`src/rtl/sna_pkg.sv`:
```
// Shared definitions for the slave-side request adapter: flit field layout,
// flit type codes and the request FSM state encoding.
package sna_pkg;

    localparam int FLIT_W   = 37;

    localparam int TYPE_HI  = 36;
    localparam int TYPE_LO  = 35;
    localparam int WR_BIT   = 34;
    localparam int WSTRB_HI = 33;
    localparam int WSTRB_LO = 30;
    localparam int ADDR_HI  = 29;
    localparam int ADDR_LO  = 0;
    localparam int DATA_HI  = 31;
    localparam int DATA_LO  = 0;
    localparam int SRC_HI   = 34;
    localparam int SRC_LO   = 27;

    typedef enum logic [1:0] {
        FT_INVALID = 2'b00,
        FT_HEADER  = 2'b01,
        FT_BODY    = 2'b10,
        FT_TAIL    = 2'b11
    } flit_type_e;

    typedef enum logic [2:0] {
        S_HDR,
        S_BODY,
        S_TAIL,
        S_ISSUE,
        S_WAIT_RESP
    } state_e;

    function automatic flit_type_e flit_type(input logic [FLIT_W-1:0] flit);
        return flit_type_e'(flit[TYPE_HI:TYPE_LO]);
    endfunction

endpackage

```
`src/rtl/sna_flit_fifo.sv`:
```
// Flit buffer with occupancy look-ahead; a push into a full buffer is dropped
// unless a pop frees a slot in the same cycle.
module sna_flit_fifo
    import sna_pkg::*;
#(
    parameter int DEPTH = 4,
    parameter int CNT_W = $clog2(DEPTH) + 1
) (
    input  logic              clk,
    input  logic              rst_n,
    input  logic              push,
    input  logic [FLIT_W-1:0] data,
    input  logic              pop,
    output logic [FLIT_W-1:0] head,
    output logic              empty,
    output logic [CNT_W-1:0]  count_next,
    output logic              drop
);

    localparam int PTR_W = $clog2(DEPTH);

    logic [FLIT_W-1:0] mem [DEPTH];
    logic [PTR_W-1:0]  wr_ptr;
    logic [PTR_W-1:0]  rd_ptr;
    logic [CNT_W-1:0]  count;
    logic              full;
    logic              do_push;
    logic              do_pop;

    assign full    = (count == CNT_W'(DEPTH));
    assign empty   = (count == '0);
    assign do_pop  = pop && !empty;
    assign do_push = push && (!full || do_pop);
    assign drop    = push && !do_push;
    assign head    = mem[rd_ptr];

    always_comb begin
        count_next = count;
        if (do_push && !do_pop)
            count_next = count + 1'b1;
        else if (!do_push && do_pop)
            count_next = count - 1'b1;
    end

    // NOTE: storage has no reset; only pointers and count define what is valid.
    always_ff @(posedge clk) begin
        if (do_push)
            mem[wr_ptr] <= data;
    end

    // Pointers wrap naturally because DEPTH is a power of two.
    always_ff @(posedge clk or negedge rst_n) begin
        if (!rst_n) begin
            wr_ptr <= '0;
            rd_ptr <= '0;
            count  <= '0;
        end else begin
            if (do_push)
                wr_ptr <= wr_ptr + 1'b1;
            if (do_pop)
                rd_ptr <= rd_ptr + 1'b1;
            count <= count_next;
        end
    end

endmodule

```
`src/rtl/sna_request.sv`:
```
// Slave-side NoC adapter, request path: reassembles header/body/tail flits
// into one AXI4-Lite write or read, with a single transaction outstanding.
module sna_request
    import sna_pkg::*;
#(
    parameter int FIFO_DEPTH   = 4,
    parameter int ON_OFF_SLACK = 2,
    parameter int ADDR_W       = 32
) (
    input  logic              clk,
    input  logic              rst_n,
    input  logic [FLIT_W-1:0] flit_in,
    input  logic              flit_valid,
    output logic              on_off,
    output logic [ADDR_W-1:0] awaddr,
    output logic              awvalid,
    input  logic              awready,
    output logic [31:0]       wdata,
    output logic [3:0]        wstrb,
    output logic              wvalid,
    input  logic              wready,
    output logic [ADDR_W-1:0] araddr,
    output logic              arvalid,
    input  logic              arready,
    output logic              req_done,
    output logic              req_is_write,
    output logic [7:0]        req_src_id,
    input  logic              resp_done,
    output logic              proto_err,
    output logic              ovf_err
);

    localparam int CNT_W = $clog2(FIFO_DEPTH) + 1;

    state_e            state;
    state_e            state_next;
    logic [FLIT_W-1:0] head;
    flit_type_e        head_type;
    logic              empty;
    logic [CNT_W-1:0]  count_next;
    logic              drop;
    logic              pop;
    logic              hdr_ld;
    logic              body_ld;
    logic              tail_ld;
    logic              bad_flit;
    logic              issue_done;
    logic              wr_q;

    sna_flit_fifo #(
        .DEPTH (FIFO_DEPTH),
        .CNT_W (CNT_W)
    ) u_fifo (
        .clk        (clk),
        .rst_n      (rst_n),
        .push       (flit_valid),
        .data       (flit_in),
        .pop        (pop),
        .head       (head),
        .empty      (empty),
        .count_next (count_next),
        .drop       (drop)
    );

    assign head_type = flit_type(head);

    // NOTE: every output of this block gets a default first so no latch is inferred.
    always_comb begin
        state_next = state;
        pop        = 1'b0;
        hdr_ld     = 1'b0;
        body_ld    = 1'b0;
        tail_ld    = 1'b0;
        bad_flit   = 1'b0;
        issue_done = 1'b0;
        case (state)
            S_HDR: if (!empty) begin
                pop = 1'b1;
                if (head_type == FT_HEADER) begin
                    hdr_ld     = 1'b1;
                    state_next = head[WR_BIT] ? S_BODY : S_TAIL;
                end else begin
                    bad_flit = 1'b1;
                end
            end
            S_BODY: if (!empty) begin
                pop = 1'b1;
                if (head_type == FT_BODY) begin
                    body_ld    = 1'b1;
                    state_next = S_TAIL;
                end else begin
                    bad_flit   = 1'b1;
                    state_next = S_HDR;
                end
            end
            S_TAIL: if (!empty) begin
                pop = 1'b1;
                if (head_type == FT_TAIL) begin
                    tail_ld    = 1'b1;
                    state_next = S_ISSUE;
                end else begin
                    bad_flit   = 1'b1;
                    state_next = S_HDR;
                end
            end
            // A write completes once each channel has either handshaken earlier
            // (valid already dropped) or is handshaking now.
            S_ISSUE: begin
                if (wr_q ? ((!awvalid || awready) && (!wvalid || wready))
                         : (arvalid && arready)) begin
                    issue_done = 1'b1;
                    state_next = S_WAIT_RESP;
                end
            end
            S_WAIT_RESP: if (resp_done) state_next = S_HDR;
            default: state_next = S_HDR;
        endcase
    end

    always_ff @(posedge clk or negedge rst_n) begin
        if (!rst_n) begin
            state        <= S_HDR;
            on_off       <= 1'b0;
            awaddr       <= '0;
            awvalid      <= 1'b0;
            wdata        <= '0;
            wstrb        <= '0;
            wvalid       <= 1'b0;
            araddr       <= '0;
            arvalid      <= 1'b0;
            req_done     <= 1'b0;
            req_is_write <= 1'b0;
            req_src_id   <= '0;
            proto_err    <= 1'b0;
            ovf_err      <= 1'b0;
            wr_q         <= 1'b0;
        end else begin
            state    <= state_next;
            on_off   <= (count_next < CNT_W'(FIFO_DEPTH - ON_OFF_SLACK));
            req_done <= issue_done;
            if (bad_flit)
                proto_err <= 1'b1;
            if (drop)
                ovf_err <= 1'b1;
            if (hdr_ld) begin
                wr_q <= head[WR_BIT];
                if (head[WR_BIT]) begin
                    awaddr <= {head[ADDR_HI:ADDR_LO], 2'b00};
                    wstrb  <= head[WSTRB_HI:WSTRB_LO];
                end else begin
                    araddr <= {head[ADDR_HI:ADDR_LO], 2'b00};
                end
            end
            if (body_ld)
                wdata <= head[DATA_HI:DATA_LO];
            if (awvalid && awready)
                awvalid <= 1'b0;
            if (wvalid && wready)
                wvalid <= 1'b0;
            if (arvalid && arready)
                arvalid <= 1'b0;
            if (tail_ld) begin
                req_src_id <= head[SRC_HI:SRC_LO];
                awvalid    <= wr_q;
                wvalid     <= wr_q;
                arvalid    <= !wr_q;
            end
            if (issue_done)
                req_is_write <= wr_q;
        end
    end

endmodule
```
`config.mk`:
```
export PLATFORM = sky130hd
export DESIGN_NAME = sna_request
export DESIGN_NICKNAME = d
export VERILOG_FILES = /design/src/rtl/sna_pkg.sv /design/src/rtl/sna_flit_fifo.sv /design/src/rtl/sna_request.sv
export SDC_FILE = /design/constraint.sdc
export NUM_CORES = 1
export LEC_CHECK = 0
export ABC_AREA = 1
export BUFFER_PORTS_ARGS = -buffer_cell sky130_fd_sc_hd__buf_2
export CORE_MARGIN = 10
export CORE_UTILIZATION = 34
export DETAILED_ROUTE_END_ITERATION = 8
export PLACE_DENSITY_LB_ADDON = 0.25
export SETUP_SLACK_MARGIN = 0.02
export SLEW_MARGIN = 10
export SYNTH_ARGS = -nofsm -noshare
export SYNTH_HDL_FRONTEND = slang
export SYNTH_SLANG_ARGS = --single-unit
export TNS_END_PERCENT = 5
```
`constraint.sdc`:
```
create_clock -name clk -period 4.3 [get_ports clk]
set_input_delay 0.215 -clock clk [delete_from_list [all_inputs] [get_ports clk]]
set_output_delay 0.215 -clock clk [all_outputs]
set_load 0.02 [all_outputs]
```
# Word level (Yosys, flattened, before mapping)
# Memories as Yosys holds them, arrays and structs flattened.
# Index checks and enable logic that the tools add are counted.
# Widths: inputs -> output; s select.
# classes
div	0
eq_ne	14
magnitude_cmp	1
add_sub_neg	4
reduce_logical	28
multipliers	0
muxes	41
shift	0
bitwise	1
# ops
op	count
$mux 1	28
$mux 3	8
$pmux 3 s5	1
$ne 2x2->1 const B	6
$logic_and 1x1->1	9
$logic_not 1->1	7
$eq 3x2->1 const B	2
$eq 3x3->1 const B	2
$logic_not 3->1	2
$mux 2	3
$reduce_and 6->1	1
$reduce_bool 2->1	3
$add 2x1->2 const B	2
$eq 2x2->1 const B	2
$reduce_and 2->1	2
$add 3x1->3 const B	1
$eq 3x1->1 const B	1
$logic_or 1x1->1	3
$lt 3x2->1 const B	1
$pmux 1 s3	1
$reduce_or 3->1	1
$sub 3x1->3 const B	1
$eq 2x1->1 const B	1
$not 1->1	1
# word_totals
output_inout_bits	116
input_bits	44
n_memories	1
reg_bits	123
latchBits	0
romBits	0
ramBits	148
# mem_list
name	depth	width	rd	rd_ports_with_merged_regs	wr	line_no	rtl
u_fifo.mem	4	37	1	0	1	sna_flit_fifo.sv:22	logic [FLIT_W-1:0] mem [DEPTH];

# Depth between registers and ports, before layout
# depth
word_depth	11
depth_mapped	11

# By module
# Synthesis repeated with hierarchy kept, for this count alone.
# unflattened
cells_unflattened	950
hier_area_um2	10730.3
# by_module_without_submodules
module	n_inst	seq_area_each_um2	cells_each	area_per_inst_um2
sna_flit_fifo	1	4619.4	421	5962.0
sna_request	1	2902.8	529	4768.3

# Worst setup path before layout
# No wires, ideal clock.
# synth_timing
path_kind	reg2reg
start	reg u_fifo.count[0]
end	mem u_fifo.mem[0][0], enable pin
synth_period_minus_slack_ps	3166
required_ps	3869
path_stages_with_launch	8
setup_ps	431
arrival_time_ps	2734
path_buffers	0
path_slack_ps	1134
path_cell_list	dfrtp_1 > inv_1 > ha_1 > inv_1 > nor2_1 > nor2_1 > o21ai_1 > nor2_1
# synth_between
elab_chain_cells	8
word_cells_on_any_way	11
# synth_rtl
item	line_no	rtl
start: declaration	sna_flit_fifo.sv:25	logic [CNT_W-1:0] count;
start signal: assignment	sna_flit_fifo.sv:62	count <= count_next;
$logic_not 3->1	sna_flit_fifo.sv:31	assign empty = (count == '0);
$mux 1	sna_request.sv:77, sna_request.sv:86, sna_request.sv:96	
$mux 1	n/a	
$logic_and 1x1->1	sna_flit_fifo.sv:32	assign do_pop = pop && !empty;
$logic_or 1x1->1 (*)	sna_flit_fifo.sv:33	assign do_push = push && (!full || do_pop);
$logic_and 1x1->1 (*)	sna_flit_fifo.sv:33	
$mux 1 (*)	sna_flit_fifo.sv:47	if (do_push)
$mux 1 (implied by the code) (*)	sna_flit_fifo.sv:48	mem[wr_ptr] <= data;
end: declaration	sna_flit_fifo.sv:22	
# Mark *: on every way between the ends. The rest lies on a longest branch, timed or not.

# Final worst setup path
# layout_timing
start	reg u_fifo.rd_ptr[0]
end	reg araddr[20]
# layout_between
elab_chain_cells	6
word_cells_on_any_way	7
# layout_rtl
item	line_no	rtl
start: declaration	sna_flit_fifo.sv:24	logic [PTR_W-1:0] rd_ptr;
start signal: assignment	sna_flit_fifo.sv:61	rd_ptr <= rd_ptr + 1'b1;
$mem_v2 4x37 (*)	n/a	
$eq 2x1->1	sna_request.sv:79	if (head_type == FT_HEADER) begin
$mux 1	sna_request.sv:79	
$mux 1	sna_request.sv:77	S_HDR: if (!empty) begin
$mux 1	sna_request.sv:76	case (state)
$reduce_and 2->1 (no line)	n/a	
end signal: assignment	sna_request.sv:151	araddr <= {head[ADDR_HI:ADDR_LO], 2'b00};
end: declaration	sna_request.sv:22	output logic [ADDR_W-1:0] araddr,
# Marked as above.
# A chain may end at the register's enable or synchronous reset.

==> impl_metrics.csv <==
group,metric,value,unit
logic_synthesis,synthMostInstantiatedCell,"nand2_1",
power_and_ir_drop,p_comb_frac,0.365,
clock_network,cts_buffers,30,
logic_synthesis,synthCells,863,
critical_path,slowest_stage,"buf_4",
clock_network,h-tree-depth,1,
logic_synthesis,ys_top_cells_by_count,"nand2_1, edfxtp_1, dfrtp_1, o21ai_0, nor2_1",
power_and_ir_drop,switching_power,3.97,mW
critical_path,worst_setup_path_end_kind,"flop",
logic_synthesis,yosysUniqueCellTypes,32,
critical_path,path_depth,9,
critical_path,crit_required,4.72,ns
power_and_ir_drop,seqPwrFrac,0.386,
route,postRouteAntennaNets,0,
floorplan,fp.dieW,196,microns
critical_path,start_kind,"flop",
clock_network,cts_sinks,271,
critical_path,cp_cell_sequence,"buf_4, nand2_1, nand3_1, nand2_4, nor2_8, nand3_2, buf_4, nand2_1, o21ai_1",
global_routing,grt_max_degree,83,
route,route.detailed.drc,0,
hold_path,hold_depth,6,
timing,setup_viol,0,
logic_synthesis,synth_top_cell_area_share,0.423,
placement,gp_congestion,0.747,
power_and_ir_drop,p_leak,5.59,nW
placement,io_buffers,155,
clock_network,cts_tree,"yes",
hold_path,hold_class,"primary input to flop",
critical_path,setup.worst_path.class,"flop to flop",
timing,final_max_slew_viol_count,0,
logic_synthesis,synth-async-reset-ratio,0.454,
cells_and_area,drive_gt1_frac,0.225,
cells_and_area,final_area,13000,sq um
route,vias,6881,
global_routing,grt_util_all_layers,0.132,
logic_synthesis,ys_seq_elements,271,
critical_path,path_buf_inv,2,
power_and_ir_drop,clkPwrFrac,0.249,
cells_and_area,area_growth,24.0,%
floorplan,floorplan.core_area,30500,sq um
outcome,status,"finished clean",
logic_synthesis,synth_ff_type,"edfxtp_1",
timing,min_period,2.77,ns
clock_network,cts_root_buf,"clkbuf_16",
global_routing,antenna_found_initial,2,
critical_path,worstPathArrival,3.19,ns
floorplan,die_area,38300,sq um
floorplan,io_pins,160,
placement,post_dp_cell_area,11600,sq um
power_and_ir_drop,peakVddDrop,0.336,mV
clock_network,cts_buffer_depth,3,
global_routing,grt_pass1_wl,40900,microns
logic_synthesis,synth_area_leaders,"edfxtp_1, dfrtp_1, nand2_1, o21ai_0, o21ai_1",
power_and_ir_drop,pwr_density_cell,785,nW/um^2
critical_path,regToRegSetupSlack,1.53,ns
logic_synthesis,syn_avg_cell_area,12.2,sq um
route,wl,25700,microns
route,wl_per_cell,17.4,microns
route,vias_per_cell,4.66,
job,maxCapViolations,0,
timing,tns,0,ns
timing,slew_headroom,0.242,
floorplan,start_util,0.345,
critical_path,cp_slowest_stage_delay,0.59,ns
logic_synthesis,ys_seq_area_frac,0.716,
route,firstDrtPassIters,4,
clock_network,cts.clk_slew.worst_paths,0.06,ns
timing,period_share,0.645,
route,drt_iter0_markers,324,
critical_path,cp_top_family,"simple AND/OR/NAND/NOR gates",
floorplan,row_count,64,
logic_synthesis,yosys.area.top_type,"edfxtp_1",
power_and_ir_drop,switching_share,0.388,
logic_synthesis,netlist_area,10500,sq um
timing,fin_skew,0.0181,ns
logic_synthesis,synth_edf_count,148,
placement,dp_hpwl,16600,microns
clock_network,cts_setup_buffers,0,
cells_and_area,fill_cells,2883,
power_and_ir_drop,p_int,6.26,mW
timing,rsz0062_at_grt,"false",
cells_and_area,fin_nets,1107,
logic_synthesis,yosysWarnings,0,
timing,final-hold-violation-count,0,
floorplan,fp.dieH,196,microns
global_routing,first_global_vias,6927,
timing,tightest_slew,1.13,ns
timing,max_freq,361,MHz
clock_network,clk-insertion-delay-late,0.55,ns
critical_path,crit_path_max_fanout,76,
critical_path,r2r_cells,9,
global_routing,grt_overflow_total,0,
[worst min-delay path, cell delays in order]
cell and delay [ns]:
buf_2 0.07, inv_1 0.03, nand2_1 0.07, nand2_1 0.06
nand2_1 0.05, inv_1 0.03
[cell type report]
class | instances | area [sq um] | area share
timing repair buffer | 207 | 1270 | 0.0978
antenna | 2 | 5.00 | 0.000384
tap | 396 | 495 | 0.0380
inverter | 31 | 116 | 0.00893
multi-input combinational | 515 | 2610 | 0.201
sequential | 271 | 7520 | 0.577
clock inverter | 13 | 148 | 0.0113
clock buffer | 42 | 856 | 0.0657
[flip-flops by register name (all words and copies together) (netlist names), 2 cells and up]
register	flops
u_fifo.mem	148
wstrb	4
u_fifo.rd_ptr	2
req_src_id	8
wdata	32
araddr	30
awaddr	30
u_fifo.wr_ptr	2
state	3
u_fifo.count	3
[cell usage in the layout, fill, tap and decap left out, types with 6 or more instances in the layout]
cell,count
nand2_1,162
buf_2,154
edfxtp_1,148
dfrtp_1,121
o21ai_0,92
nor2_1,80
o21ai_1,76
dlygate4sd3_1,41
o22a_1,34
clkbuf_16,30
inv_1,28
nand3_1,21
buf_4,11
o21ai_2,10
ha_1,7
clkbuf_1,6
clkinv_2,6
clkbuf_8,6
[worst paths after layout]
| kind | endpoint | startpoint |
|---|---|---|
| max | araddr[20] | u_fifo.rd_ptr[0] |
| min | awvalid | awready |
| max reg2reg | araddr[20] | u_fifo.rd_ptr[0] |
| min reg2reg | awaddr[2] | awaddr[2] |
| max in group asynchronous | wdata[26] | rst_n |
| min in group asynchronous | req_done | rst_n |
[power by group through the flow]
stage          Clock [mW]  Combinational, mW  Sequential, mW
2_1_floorplan           0               2.07            4.45
3_3_place_gp            0               3.75            3.99
3_5_place_dp            0               3.79            3.99
4_1_cts              2.62               3.84            3.95
5_1_grt              2.75               4.20            4.04
6_report             2.55               3.74            3.95
[cells by family (layout without fill, tap and decap cells)]
family                     count (synthesis)  count (layout)  synth area share
other                                      1               6          0.000357
AOI/OAI and AO/OA                        215             215             0.118
buffers and inverters                     80             293            0.0396
xor gates and xnor gates                   5               5           0.00417
and+or+nand+nor                          284             284             0.114
adders and majority gates                  7               7           0.00833
DFF                                      271             271             0.716
[per-stage QoR]
| step | cells | hold WS [ns] | total power, mW | setup WS [ns] | utilization |
|---|---|---|---|---|---|
| floorplan | 866 | -0.0806 | 6.51 | 1.13 | - |
| global placement | 1379 | 0.341 | 7.74 | 1.52 | 0.381 |
| detailed placement | 1379 | 0.339 | 7.79 | 1.48 | 0.381 |
| CTS | 1475 | 0.00414 | 10.4 | 1.48 | 0.427 |
| global route | 1477 | 0.0351 | 11.0 | 1.21 | 0.427 |
| finish | 1477 | 0.0254 | 10.2 | 1.53 | 0.427 |
[layer usage]
metal  vias up  GRT usage  routed length [microns]
li1       3394          -                        -
met1      3295      0.175                    11800
met2       156      0.214                    12100
met3        36     0.0280                     1260
met4         0     0.0351                      527
met5         -          0                        0
[repair_timing]
item                                    4_1_cts  5_1_grt
endpoints found under the setup margin        0        0
endpoints found under the hold margin       233        0
resized for setup                             0        0
hold buffers                                 41        0
No activity file was read; power rests on OpenSTA's default activity.
